<file path="src/rtl/fifo_flex_pkg.sv">
// fifo_flex_pkg: shared defaults, count-width helper and error-flag struct for fifo_flex
package fifo_flex_pkg;
  localparam int DEF_WIDTH = 4;
  localparam int DEF_DEPTH = 8;
  localparam int DEF_AF = DEF_DEPTH - 2;
  localparam int DEF_AE = 2;
  typedef struct packed {
    logic overflow;
    logic underflow;
  } fifo_err_t;
  function automatic int CNT_W(input int depth);
    return $clog2(depth) + 1;
  endfunction
endpackage

</file>
<file path="src/rtl/fifo_flex_ptr.sv">
// fifo_flex_ptr: acceptance, pointer wrap, occupancy count, registered flags and sticky errors
module fifo_flex_ptr import fifo_flex_pkg::*; #(
  parameter int DEPTH = DEF_DEPTH,
  parameter int AF_LEVEL = DEPTH - 2,
  parameter int AE_LEVEL = DEF_AE
) (
  input  logic                     clk,
  input  logic                     rst_n,
  input  logic                     wr_en,
  input  logic                     rd_en,
  input  logic                     clr_err,
  output logic                     wr_acc,
  output logic                     rd_acc,
  output logic [$clog2(DEPTH)-1:0] wr_ptr,
  output logic [$clog2(DEPTH)-1:0] rd_ptr,
  output logic [$clog2(DEPTH):0]   count,
  output logic                     full,
  output logic                     empty,
  output logic                     almost_full,
  output logic                     almost_empty,
  output fifo_err_t                err
);
  localparam int PW = $clog2(DEPTH);
  localparam int CW = CNT_W(DEPTH);
  logic [CW-1:0] cnt_nxt;
  assign rd_acc = rd_en & ~empty;
  assign wr_acc = wr_en & (~full | rd_acc);
  assign cnt_nxt = count + CW'(wr_acc) - CW'(rd_acc);
  // Flags are registered from the next count so they line up with count.
  always_ff @(posedge clk) begin
    if (!rst_n) begin
      wr_ptr <= '0;
      rd_ptr <= '0;
      count <= '0;
      full <= 1'b0;
      empty <= 1'b1;
      almost_full <= 1'b0;
      almost_empty <= 1'b1;
      err <= '0;
    end else begin
      if (wr_acc) wr_ptr <= wr_ptr + PW'(1);
      if (rd_acc) rd_ptr <= rd_ptr + PW'(1);
      count <= cnt_nxt;
      full <= cnt_nxt == CW'(DEPTH);
      empty <= cnt_nxt == '0;
      almost_full <= int'(cnt_nxt) >= AF_LEVEL;
      almost_empty <= int'(cnt_nxt) <= AE_LEVEL;
      err.overflow <= (wr_en & full & ~rd_acc) | (err.overflow & ~clr_err);
      err.underflow <= (rd_en & empty) | (err.underflow & ~clr_err);
    end
  end
endmodule

</file>
<file path="src/rtl/fifo_flex.sv">
// fifo_flex: parametrised single-clock FIFO; define FIFO_FLEX_FWFT_EN for first-word fall-through
module fifo_flex import fifo_flex_pkg::*; #(
  parameter int WIDTH = DEF_WIDTH,
  parameter int DEPTH = DEF_DEPTH,
  parameter int AF_LEVEL = DEPTH - 2,
  parameter int AE_LEVEL = DEF_AE
) (
  input  logic                   clk,
  input  logic                   rst_n,
  input  logic                   wr_en,
  input  logic [WIDTH-1:0]       wdata,
  input  logic                   rd_en,
  input  logic                   clr_err,
  output logic [WIDTH-1:0]       rdata,
  output logic                   rd_valid,
  output logic                   full,
  output logic                   empty,
  output logic                   almost_full,
  output logic                   almost_empty,
  output logic [$clog2(DEPTH):0] count,
  output logic                   overflow,
  output logic                   underflow
);
  localparam int PW = $clog2(DEPTH);
  logic [WIDTH-1:0] mem [DEPTH];
  logic [PW-1:0] wr_ptr, rd_ptr;
  logic wr_acc, rd_acc;
  fifo_err_t err;
  fifo_flex_ptr #(.DEPTH(DEPTH), .AF_LEVEL(AF_LEVEL), .AE_LEVEL(AE_LEVEL)) u_ptr (
    .clk(clk), .rst_n(rst_n), .wr_en(wr_en), .rd_en(rd_en), .clr_err(clr_err),
    .wr_acc(wr_acc), .rd_acc(rd_acc), .wr_ptr(wr_ptr), .rd_ptr(rd_ptr), .count(count),
    .full(full), .empty(empty), .almost_full(almost_full), .almost_empty(almost_empty),
    .err(err)
  );
  assign overflow = err.overflow;
  assign underflow = err.underflow;
  always_ff @(posedge clk) begin
    if (wr_acc) mem[wr_ptr] <= wdata;
  end
`ifdef FIFO_FLEX_FWFT_EN
  assign rdata = mem[rd_ptr];
  assign rd_valid = ~empty;
`else
  always_ff @(posedge clk) begin
    if (!rst_n) begin
      rdata <= '0;
      rd_valid <= 1'b0;
    end else begin
      rd_valid <= rd_acc;
      if (rd_acc) rdata <= mem[rd_ptr];
    end
  end
`endif
endmodule

</file>
<file path="config.mk">
export PLATFORM = sky130hd
export DESIGN_NAME = fifo_flex
export DESIGN_NICKNAME = d
export VERILOG_FILES = /design/src/rtl/fifo_flex_pkg.sv /design/src/rtl/fifo_flex_ptr.sv /design/src/rtl/fifo_flex.sv
export SDC_FILE = /design/constraint.sdc
export NUM_CORES = 1
export LEC_CHECK = 0
export BUFFER_PORTS_ARGS = -buffer_cell sky130_fd_sc_hd__buf_2
export CAP_MARGIN = 25
export CORE_MARGIN = 2
export CORE_UTILIZATION = 50
export CTS_BUF_LIST = sky130_fd_sc_hd__clkbuf_2
export DETAILED_ROUTE_END_ITERATION = 16
export HOLD_SLACK_MARGIN = 0.05
export PLACE_DENSITY = 0.7
export SLEW_MARGIN = 20
export SYNTH_ARGS = -nofsm -noshare
export SYNTH_HDL_FRONTEND = slang
export SYNTH_HIERARCHICAL = 1
export SYNTH_SLANG_ARGS = --single-unit
</file>
<file path="constraint.sdc">
create_clock -name clk -period 5.5 [get_ports clk]
set_input_delay 0.55 -clock clk [delete_from_list [all_inputs] [get_ports clk]]
set_output_delay 0.55 -clock clk [all_outputs]
set_load 0.1 [all_outputs]
</file>
# Word level (Yosys, flattened, before mapping)
# Memory sizes are Yosys's and may differ from the RTL's. A register that Yosys moved wholly into a read port is not among the register bits.
# Cells that the tools add are included.
totals:
  wordCells: 36
  mem_bits_rw: 32
  memories: 1
  latch_bits: 0
  out_inout_bits: 15
  rom_bits: 0
  reg_bits: 17
  inputBits: 9
classes:
  n_shift: 0
  div_mod_pow: 0
  reduce_logical: 2
  mul: 0
  eq_ne: 1
  addsub: 4
  mux: 2
  bitwise: 14
  magnitude_cmp: 2
memory_table:
  columns: ["name", "depth", "width", "read_ports", "rd_ports_with_merged_regs", "write_ports", "line", "source"]
  rows:
  - ["mem", 8, 4, 1, 1, 1, "fifo_flex.sv:25", "logic [WIDTH-1:0] mem [DEPTH];"]
op_table:
  columns: ["op", "count"]
  rows:
  - ["1-bit bitwise AND", 7]
  - ["3-bit by 1-bit adder with 3-bit output (second input constant)", 2]
  - ["4-bit by 1-bit adder with 4-bit output", 1]
  - ["4-bit equality test (second input constant)", 1]
  - ["4-bit by 3-bit greater-or-equal comparator with 1-bit output (second input constant)", 1]
  - ["4-bit by 2-bit <= comparator with 1-bit output (second input constant)", 1]
  - ["4-bit logical NOT", 1]
  - ["1-bit inverter", 4]
  - ["4-bit by 1-bit subtractor with 4-bit output", 1]
  - ["1-bit bitwise OR", 3]
  - ["1-bit 2-to-1 mux", 2]
  - ["1-bit logical NOT", 1]

# Depth between registers and ports, before layout
# Gate-level depths: netlist (run 1).
depth:
  depth_word: 7
  depth_mapped: 11
  mapped_depth_nobuf: 11

# Hierarchy
# The synthesis (run 1) kept the hierarchy.
by_module_without_submodules:
  columns: ["module", "seq_area_each_um2", "n_inst", "cells_per_inst", "area_each_um2"]
  rows:
  - ["fifo_flex", 1061.0, 1, 82, 1451.4]
  - ["fifo_flex_ptr", 320.3, 1, 70, 726.9]

# Worst setup path after synthesis (run 1)
# Ideal clock, no wire load.
synth_path:
  path_type: "register -> register"
  startpoint: "register u_ptr.empty"
  endpoint: "register u_ptr.full"
  required_time_ns: 5.385
  setup_ns: 0.115
  t_arrival_ns: 2.839
  synth_period_minus_slack_ns: 2.955
  path_stages_with_launch: 12
  n_path_buf: 0
  path_slack_ns: 2.545
  cell_sequence: "dfxtp_1 nand2b_4 a21boi_2 inv_1 ha_1 inv_1 ha_1 inv_1 fa_1 xnor2_1 nor3_1 and3_1"
synth_via:
  elab_chain_len: 7
synth_lines:
  columns: ["element", "line", "source"]
  rows:
  - ["start, declared", "fifo_flex_ptr.sv:18", "output logic empty,"]
  - ["start signal, assigned", "fifo_flex_ptr.sv:36", "empty <= 1'b1;"]
  - ["start signal, assigned", "fifo_flex_ptr.sv:45", "empty <= cnt_nxt == '0;"]
  - ["1-bit inverter", "fifo_flex_ptr.sv:26", "assign rd_acc = rd_en & ~empty;"]
  - ["1-bit bitwise AND", "fifo_flex_ptr.sv:26", null]
  - ["1-bit bitwise OR", "fifo_flex_ptr.sv:27", "assign wr_acc = wr_en & (~full | rd_acc);"]
  - ["1-bit bitwise AND", "fifo_flex_ptr.sv:27", null]
  - ["named net wr_acc", "fifo_flex.sv:27", "logic wr_acc, rd_acc;"]
  - ["4-bit by 1-bit adder with 4-bit output", "fifo_flex_ptr.sv:28", "assign cnt_nxt = count + CW'(wr_acc) - CW'(rd_acc);"]
  - ["4-bit by 1-bit subtractor with 4-bit output", "fifo_flex_ptr.sv:28", null]
  - ["4-bit equality test", "fifo_flex_ptr.sv:44", "full <= cnt_nxt == CW'(DEPTH);"]
  - ["end signal, assigned", "fifo_flex_ptr.sv:44", null]
  - ["end, declared", "fifo_flex_ptr.sv:17", "output logic full,"]
# The timed path passes the listed nets, and every way through them passes these cells.
# A chain may end at the register's enable or synchronous reset.

# Worst setup path after layout (run 1)
# Ends and elaborated chain as after synthesis.

==> results of run 1 <==
==> how the worst max path moves through the flow <==
stage                            end  cells past startpoint
2_1_floorplan  u_ptr/full$_SDFF_PN0_                     11
3_3_place_gp   u_ptr/full$_SDFF_PN0_                     12
3_5_place_dp   u_ptr/full$_SDFF_PN0_                     12
4_1_cts        u_ptr/full$_SDFF_PN0_                     11
5_1_grt        u_ptr/full$_SDFF_PN0_                     11
6_report       u_ptr/full$_SDFF_PN0_                     11
==> routing by layer <==
layer	wire, um	global-route usage	up-vias
met2	1770	0.267	18
met1	1730	0.206	583
met3	96	0.0346	7
li1	-	-	601
met5	0	0	-
met4	65	0.0641	0
==> synth_stat cells (4+ instances only) <==
| cell type | number | area share |
|---|---|---|
| nor2_1 | 6 | 0.010 |
| edfxtp_1 | 32 | 0.44 |
| and2_1 | 7 | 0.020 |
| nand2b_1 | 4 | 0.011 |
| o21ai_0 | 5 | 0.011 |
| ha_1 | 6 | 0.034 |
| inv_1 | 9 | 0.016 |
| mux4_2 | 4 | 0.041 |
| nand2_1 | 7 | 0.012 |
| dfxtp_1 | 21 | 0.19 |
| a21oi_1 | 4 | 0.0092 |
| mux2i_1 | 18 | 0.083 |
| xnor2_1 | 5 | 0.020 |
| nor2b_1 | 4 | 0.011 |
==> stage by stage <==
| stage | setup WS [ps] | util | instance area, sq um | power [W] | instances |
|---|---|---|---|---|---|
| final | 2940 | 0.557 | 2370 | 0.00130 | 232 |
| after global routing | 2800 | 0.557 | 2370 | 0.00137 | 232 |
| after CTS | 2940 | 0.553 | 2360 | 0.00131 | 231 |
| after detailed placement | 2710 | 0.544 | 2320 | 0.00116 | 223 |
| after global placement | 2820 | 0.544 | 2320 | 0.00114 | 223 |
| after floorplan | 2550 | - | 2180 | 0.00107 | 152 |
==> state kept, by name, indices dropped and copies added, names as in the netlist <==
register / cells
u_ptr/full: 1
u_ptr/err: 2
rdata: 4
u_ptr/almost_empty: 1
u_ptr/empty: 1
u_ptr/almost_full: 1
u_ptr/count: 4
rd_valid: 1
u_ptr/rd_ptr: 3
u_ptr/wr_ptr: 3
mem: 32
==> critical path, delay by kind of cell (launching register included) <==
family / cells / cell delay, ps
AO/OA/AOI/OAI: 1 / 290
XOR/XNOR: 1 / 380
adder cells (fa/ha/maj): 3 / 810
buffers and inverters: 3 / 190
flip-flops: 1 / 390
AND/OR/NAND/NOR: 3 / 440
==> where the power goes <==
group          total [W]  internal, W  switching (W)
clock           0.000145    0.0000314       0.000114
combinational   0.000628     0.000175       0.000453
sequential      0.000529     0.000485      0.0000439
==> area by class of cell <==
type                            instances  area (sq um)
Clock buffer                            6          30.0
Clock inverter                          2          10.0
Fill cell                             361          1890
Inverter                                9          33.8
Multi-Input combinational cell         86           724
Sequential cell                        53          1380
Tap cell                               52          65.1
Timing Repair Buffer                   24           130
==> logic make-up after synthesis <==
group           share of synthesized area
flops                               0.634
fa+ha+maj                          0.0437
xor+xnor                           0.0241
mux                                 0.124
compound gates                     0.0592
simple gates                       0.0816
buf+inv                            0.0333
==> summary.txt, run 1 <==
Req. time, crit path: 5860 ps
RSZ-0062 raised after global routing: no
CP Launch Point: u_ptr/empty$_SDFF_PN1_
Hold Worst Slack: 381 ps
Setup crit start kind: flop
clock tree sinks: 53
total global routing overflow: 0
Clock Latency Late Sink: 420 ps
# Post-CTS Setup Buffers: 0
Via density: 5.21
Starting Density: 0.511
Tot GR Track Use: 0.161
worst-path cell chain: nand2b_4 -> a21boi_2 -> inv_1 -> ha_1 -> inv_1 -> ha_1 -> inv_1 -> fa_1 -> xnor2_1 -> nor3_1 -> and3_1
Arr. time, crit path: 2920 ps
crit path time final: 2560 ps
vias in the first global route: 1247
leading cell type in the layout, fill and taps excluded: edfxtp_1
max-slew violation count: 0
final setup violation count: 0
Post-synth EDFFs: 32
Synth Area per Inst: 14.3 sq um
hold buffer count at cts: 0
ys async rst share: 0
Clock Skew: 10.4 ps
crit-path most repeated cell: inv_1
pin count of the biggest net entering global routing: 23
routability cong.: 0.715
final wirelength: 3660 um
Mapped Cells: 152
initial antenna violation count: 0
critical path capture point type: flop
Slowest-stage cell, CP: dfxtp_1
Area Growth Syn to Fin: 9.02%
post-synth cell types: 30
Hold Path Stages: 1
leakage power: 0.910 nW
die span in y: 70.0 um
Most used DFF post-synth: edfxtp_1
Worst-Margin Slew: 596 ps
DR pass1 iterations: 4
Cell Pwr Density: 549 nW/um^2
Worst R2R End: u_ptr/full$_SDFF_PN0_
CTS resizes: 0
most frequent cells in the layout: edfxtp_1 (32), buf_2 (23), dfxtp_1 (21)
via count: 1209
crit-path max FO: 6
CTS tree: yes
input/output buffers: 23
WS Path Type: flop to flop
FF-to-FF setup slack: 2940 ps
H-Tree Depth: 2
Yosys Warn Count: 6
post-route setup TNS: 0 ps
Post-Syn Nets: 168
WHS Endpoint: mem[5][1]$_DFFE_PP_
min-delay src: wdata[1]
fmax: 391 MHz
Max Buffers Root-to-Sink: 2
n_diodes: 0
total core area: 4260 sq um
drt wl/cell: 15.8 um
cell area after synthesis: 2180 sq um
share of cells above drive strength 1: 0.222
num ports: 24
Clk pin slew, worst setup/hold paths: 240 ps
hpwl dp: 2680 um
Reg2Reg Depth: 11
post-layout net count: 195
Die ar.: 4900 sq um
worst min path class: input pin to flop
Max Cap Viol: 0
chip width: 70.0 um
RR Startpoint: u_ptr/empty$_SDFF_PN1_
1st-iter DRT viols: 63
sequential share of the synthesized area: 0.634
max incr delay on CP: 390 ps
Num CTS Buffers: 5
FF+latch count, synth: 53
endpoints failing hold: 0
final period utilization: 0.465
# rows: 24
normalized max-slew margin: 0.600
Root Driver: clkbuf_2
DRC viols: 0
wire length of the first global-routing pass: 5920 um
antenna-violating nets left: 0
worst vdd ir: 291 uV
status: finished clean
Power figures use the tool's default switching activity.
==> inputs of run 2 (changes only) <==
==> constraint.sdc (replaced) <==
create_clock -name clk -period 2.5 [get_ports clk]
set_input_delay 0.25 -clock clk [delete_from_list [all_inputs] [get_ports clk]]
set_output_delay 0.25 -clock clk [all_outputs]
set_load 0.1 [all_outputs]
==> run 2 against run 1 <==
Against the previous run:
- critical path depth fell by 1
- maximum frequency rose by 9.0%
- global-route usage fell by 0.51 points
- non-clock buffer count rose by 2
- combinational power rose by 130%
- register-to-register slack got worse by 2800 ps
- largest power group unchanged
==> summary.txt, run 2 (synthesized netlist as in run 1, its figures left out) <==
CTS resizes: 0
Final Cell Area: 2390 sq um
Die ar.: 4900 sq um
Arr. time, crit path: 2670 ps
Placed Cells: 226
via count: 1211
total core area: 4260 sq um
Clk pin slew, worst setup/hold paths: 240 ps
Net Sw Power: 0.00133 W
Area Growth Syn to Fin: 9.94%
Clock Latency Late Sink: 410 ps
part of the power in registers: 0.397
normalized max-slew margin: 0.541
endpoints failing hold: 0
WS Path Type: flop to flop
fin util: 0.562
DP Worst Slack: 206 ps
worst vdd ir: 529 uV
# Post-CTS Setup Buffers: 0
min-delay src: wdata[1]
# fillers: 366
Cell Pwr Density: 1210 nW/um^2
drt wl/cell: 15.1 um
Worst R2R End: u_ptr/empty$_SDFF_PN1_
Clock Power Share: 0.111
combinational power share: 0.492
num ports: 24
Starting Density: 0.511
RSZ-0062 raised after global routing: no
Via density: 5.18
n_diodes: 0
largest reg by FF count: mem
post-route setup TNS: 0 ps
Req. time, crit path: 2820 ps
status: finished clean
hold buffer count at cts: 0
1st-iter DRT viols: 59
die span in y: 70.0 um
vias in the first global route: 1182
fin cells: 234
Num CTS Buffers: 5
FF-to-FF setup slack: 150 ps
max-slew violation count: 0
final wirelength: 3540 um
final setup violation count: 0
clock tree sinks: 53
WHS Endpoint: mem[1][1]$_DFFE_PP_
final period utilization: 0.939
post-layout net count: 197
Switching Share: 0.460
max reg flops: 32
chip width: 70.0 um
worst min path class: input pin to flop
share of cells above drive strength 1: 0.247
CTS tree: yes
total global routing overflow: 0
Worst-Margin Slew: 684 ps
crit-path max FO: 5
area post-placement: 2350 sq um
Tot GR Track Use: 0.156
Root Driver: clkbuf_2
most frequent cells in the layout: edfxtp_1 (32), buf_2 (23), dfxtp_1 (19)
critical path capture point type: flop
antenna-violating nets left: 0
input/output buffers: 23
Max Buffers Root-to-Sink: 2
wire length of the first global-routing pass: 5760 um
leakage power: 0.929 nW
routability cong.: 0.771
Hold Path Stages: 1
pin count of the biggest net entering global routing: 23
Setup crit start kind: flop
initial antenna violation count: 0
Int Pwr: 0.00156 W
H-Tree Depth: 2
hpwl dp: 2610 um
DRC viols: 0
Max Cap Viol: 0
leading cell type in the layout, fill and taps excluded: edfxtp_1
# rows: 24
DR pass1 iterations: 4
fmax: 426 MHz
Reg2Reg Depth: 10
Clock Skew: 16.5 ps
RR Startpoint: u_ptr/empty$_SDFF_PN1_
Setup WS post-layout: 154 ps
crit path time final: 2350 ps
top flop regs: mem x32, rdata x4, u_ptr/count x4
run 2: changes by cell type in the layout (fill, tap and decap cells not counted), sizes merged:
| cell | previous run | this run |
|---|---|---|
| clkinvlp | 1 | 0 |
| buf | 24 | 26 |
| clkbuf | 6 | 8 |
| clkinv | 1 | 0 |
run 2: per-layer routing:
metal	vias to the layer above	track usage	wire length, um
li1	603	-	-
met1	580	0.204	1610
met2	23	0.247	1750
met3	5	0.0476	125
met4	0	0.0556	46
met5	-	0	0
run 2: final cells by class:
class	instances	area, sq um	share of cell area
Inverter	9	33.8	0.0141
Tap cell	52	65.1	0.0272
Multi-Input combinational cell	86	732	0.306
Timing Repair Buffer	26	138	0.0575
Clock buffer	8	40.0	0.0167
Sequential cell	53	1390	0.579
run 2: power by group through the flow:
| stage | clock network [W] | logic (W) | registers (W) |
|---|---|---|---|
| 3_3_place_gp | 0 | 0.00138 | 0.00117 |
| 3_5_place_dp | 0 | 0.00142 | 0.00117 |
| 6_report | 0.000322 | 0.00142 | 0.00115 |
| 4_1_cts | 0.000337 | 0.00143 | 0.00115 |
| 5_1_grt | 0.000372 | 0.00151 | 0.00117 |
| 2_1_floorplan | 0 | 0.000622 | 0.00176 |
run 2: worst max-delay path by stage:
| stage | start | to | slack (ps) | cells past startpoint |
|---|---|---|---|---|
| CTS | u_ptr/empty$_SDFF_PN1_ | u_ptr/empty$_SDFF_PN1_ | 140 | 10 |
| detailed placement | u_ptr/empty$_SDFF_PN1_ | u_ptr/empty$_SDFF_PN1_ | 210 | 10 |
| global route | u_ptr/empty$_SDFF_PN1_ | u_ptr/empty$_SDFF_PN1_ | 40 | 10 |
| floorplan | u_ptr/empty$_SDFF_PN1_ | u_ptr/full$_SDFF_PN0_ | 70 | 11 |
| finish | u_ptr/empty$_SDFF_PN1_ | u_ptr/empty$_SDFF_PN1_ | 150 | 10 |
| global placement | u_ptr/empty$_SDFF_PN1_ | u_ptr/empty$_SDFF_PN1_ | 300 | 10 |
run 2: critical path: stages (launching register included):
cell and delay (ps):
dfxtp_4 400, nand2b_4 160, a21boi_2 150, inv_1 50
ha_1 280, inv_1 60, ha_1 160, inv_1 60
fa_1 520, inv_1 90, o41ai_2 360
run 2: through the flow:
step	hold WS [ps]	power (W)
3_3_place_gp	471	0.00255
2_1_floorplan	349	0.00238
3_5_place_dp	506	0.00260
5_1_grt	67.0	0.00305
4_1_cts	78.3	0.00292
6_report	112	0.00290
==> inputs of run 3 (changes only) <==
--- a/config.mk
+++ b/config.mk
@@ -5,6 +5,7 @@
 export SDC_FILE = /design/constraint.sdc
 export NUM_CORES = 1
 export LEC_CHECK = 0
+export ABC_AREA = 1
 export BUFFER_PORTS_ARGS = -buffer_cell sky130_fd_sc_hd__buf_2
 export CAP_MARGIN = 25
 export CORE_MARGIN = 2
@@ -12,7 +13,7 @@
 export CTS_BUF_LIST = sky130_fd_sc_hd__clkbuf_2
 export DETAILED_ROUTE_END_ITERATION = 16
 export HOLD_SLACK_MARGIN = 0.05
-export PLACE_DENSITY = 0.7
+export PLACE_DENSITY = 0.69
 export SLEW_MARGIN = 20
 export SYNTH_ARGS = -nofsm -noshare
 export SYNTH_HDL_FRONTEND = slang
==> run 3 against run 2 <==
Against the previous run:
- clock skew increased by 1.6 ps
- worst setup slack improved by 190 ps
- routed wire length increased by 18%
- highest routed layer unchanged
- non-clock buffer count unchanged
- maximum frequency increased by 8.6%
- sequential power about the same
- combinational power about the same
- via count increased by 33%
- die area increased by 8.0%
- hold slack got worse by 18 ps
- final area increased by 7.7%
- critical endpoint unchanged
==> summary.txt, run 3 <==
post-route setup TNS: 0 ps
post-synth cell types: 24
Most used DFF post-synth: edfxtp_1
Max Buffers Root-to-Sink: 2
crit path time final: 2160 ps
CTS resizes: 0
Root Driver: clkbuf_2
total global routing overflow: 0
chip width: 72.8 um
Num CTS Buffers: 5
die span in y: 72.8 um
Tot Pwr: 0.00288 W
leading cell type in the layout, fill and taps excluded: nand2_1
Hold Path Stages: 1
1st-iter DRT viols: 157
H-Tree Depth: 2
final wirelength: 4170 um
pin count of the biggest net entering global routing: 17
Mapped Cells: 256
FF-to-FF setup slack: 340 ps
dominant cells by area after synthesis: edfxtp_1 (41%), dfxtp_1 (18%), nand2_1 (9.4%)
final setup violation count: 0
Synth area leader: edfxtp_1
min-delay src: wdata[0]
part of the power in registers: 0.403
Req. time, crit path: 2880 ps
Commonest cells post-synth: nand2_1 (59), inv_1 (50), edfxtp_1 (32)
top flop regs: mem x32, rdata x4, u_ptr/count x4
endpoints failing hold: 0
status: finished clean
Setup crit start kind: flop
max reg flops: 32
Cell Pwr Density: 1120 nW/um^2
Synth top area share: 0.407
CTS tree: yes
Clock Power Share: 0.115
Clock Skew: 18.1 ps
WS Path Type: flop to flop
Synth Area per Inst: 9.23 sq um
input/output buffers: 23
share of cells above drive strength 1: 0.186
num ports: 24
DR pass1 iterations: 4
routability cong.: 0.802
WHS Endpoint: mem[7][0]$_DFFE_PP_
drt wl/cell: 12.3 um
ys async rst share: 0
clock tree sinks: 53
Starting Density: 0.511
RSZ-0062 raised after global routing: no
n_diodes: 0
# rows: 25
most frequent cells in the layout: nand2_1 (59), inv_1 (50), edfxtp_1 (32)
Int Pwr: 0.00146 W
Tot GR Track Use: 0.178
critical path capture point type: flop
crit-path max FO: 13
vias in the first global route: 1492
Die ar.: 5290 sq um
combinational power share: 0.482
leakage power: 1.22 nW
largest reg by FF count: mem
max-slew violation count: 0
FF+latch count, synth: 53
DRC viols: 0
Post-synth EDFFs: 32
cell area after synthesis: 2360 sq um
Worst R2R End: u_ptr/empty$_SDFF_PN1_
worst vdd ir: 795 uV
antenna-violating nets left: 0
Via density: 4.76
Net Sw Power: 0.00142 W
total core area: 4630 sq um
via count: 1615
Reg2Reg Depth: 11
initial antenna violation count: 0
final period utilization: 0.864
hpwl dp: 3020 um
Switching Share: 0.494
Yosys Warn Count: 6
fmax: 463 MHz
post-layout net count: 300
wire length of the first global-routing pass: 6950 um
Post-Syn Nets: 272
worst min path class: input pin to flop
sequential share of the synthesized area: 0.584
Max Cap Viol: 0
Clock Latency Late Sink: 420 ps
Area Growth Syn to Fin: 9.11%
Clk pin slew, worst setup/hold paths: 250 ps
Worst-Margin Slew: 489 ps
Arr. time, crit path: 2540 ps
normalized max-slew margin: 0.676
RR Startpoint: u_ptr/empty$_SDFF_PN1_
count leader, synth: nand2_1
-- run 3: changes by cell type after synthesis, moves of 5 or more --
| cell | previous run | this run |
|---|---|---|
| and2_1 | 7 | 0 |
| inv_1 | 9 | 50 |
| mux2i_1 | 18 | 0 |
| nand2_1 | 7 | 59 |
| nand2_2 | 0 | 6 |
| nand3_1 | 0 | 28 |
| nor2_1 | 6 | 18 |
| xnor2_1 | 5 | 0 |
-- run 3: cell families (layout without fill, tap and decap cells) --
| group | count (synthesis) | in the layout | share of synthesized area |
|---|---|---|---|
| buf+inv | 61 | 90 | 0.107 |
| flops | 53 | 53 | 0.584 |
| compound gates | 17 | 17 | 0.0445 |
| simple gates | 115 | 115 | 0.212 |
| fa+ha+maj | 7 | 7 | 0.0402 |
| xor+xnor | 3 | 3 | 0.0111 |
-- run 3: timing repair --
item,CTS,global route
hold endpoints to repair,2,0
buffers inserted,0,0
hold buffers,2,0
-- run 3: stage by stage --
stage                     hold WS [ps]  std cells  cell area (sq um)  setup WS (ps)  utilization
after floorplan                    348        256               2370            150            -
after global placement             450        329               2520            398        0.544
after detailed placement           457        329               2520            359        0.544
after CTS                         64.2        339               2580            327        0.557
after global routing              57.6        339               2580           95.6        0.557
final                             94.1        339               2580            340        0.557
-- run 3: area by class of cell --
cell class	instances	area [sq um]
multi-input cells	142	728
repair buffers	26	143
fillers	421	2050
clock inverters	1	6.26
inverters	56	215
flip-flops and latches	53	1380
well taps	54	67.6
clock buffers	7	35.0
-- run 3: how the worst max path moves through the flow --
stage | startpoint | to | slack, ps | cells after the start
2_1_floorplan | u_ptr/empty$_SDFF_PN1_ | u_ptr/empty$_SDFF_PN1_ | 150 | 12
3_3_place_gp | rd_en | u_ptr/empty$_SDFF_PN1_ | 400 | 11
3_5_place_dp | rd_en | u_ptr/empty$_SDFF_PN1_ | 360 | 11
4_1_cts | u_ptr/empty$_SDFF_PN1_ | u_ptr/empty$_SDFF_PN1_ | 330 | 11
5_1_grt | u_ptr/empty$_SDFF_PN1_ | u_ptr/empty$_SDFF_PN1_ | 100 | 11
6_report | u_ptr/empty$_SDFF_PN1_ | u_ptr/empty$_SDFF_PN1_ | 340 | 11
-- run 3: worst max-delay path, cell delays in order (launching register included) --
cell	delay (ps)
dfxtp_2	390
inv_2	60
nand2_4	60
inv_2	190
ha_1	270
inv_1	60
ha_1	160
inv_1	60
fa_1	370
xor2_1	210
nand3_1	140
o21bai_1	150
-- run 3: metal layers --
layer / GRT usage / vias up / share of wire
li1: - / 854 / -
met1: 0.238 / 714 / 0.47
met2: 0.280 / 39 / 0.47
met3: 0.0414 / 8 / 0.047
met4: 0.0761 / 0 / 0.020
met5: 0 / - / 0
-- run 3: power by group through the flow --
stage	Combinational (W)	Sequential (W)	Clock, W
after floorplan	0.000625	0.00173	0
after global placement	0.00138	0.00118	0
after detailed placement	0.00139	0.00118	0
after CTS	0.00140	0.00117	0.000346
after global routing	0.00153	0.00118	0.000373
final	0.00139	0.00116	0.000333
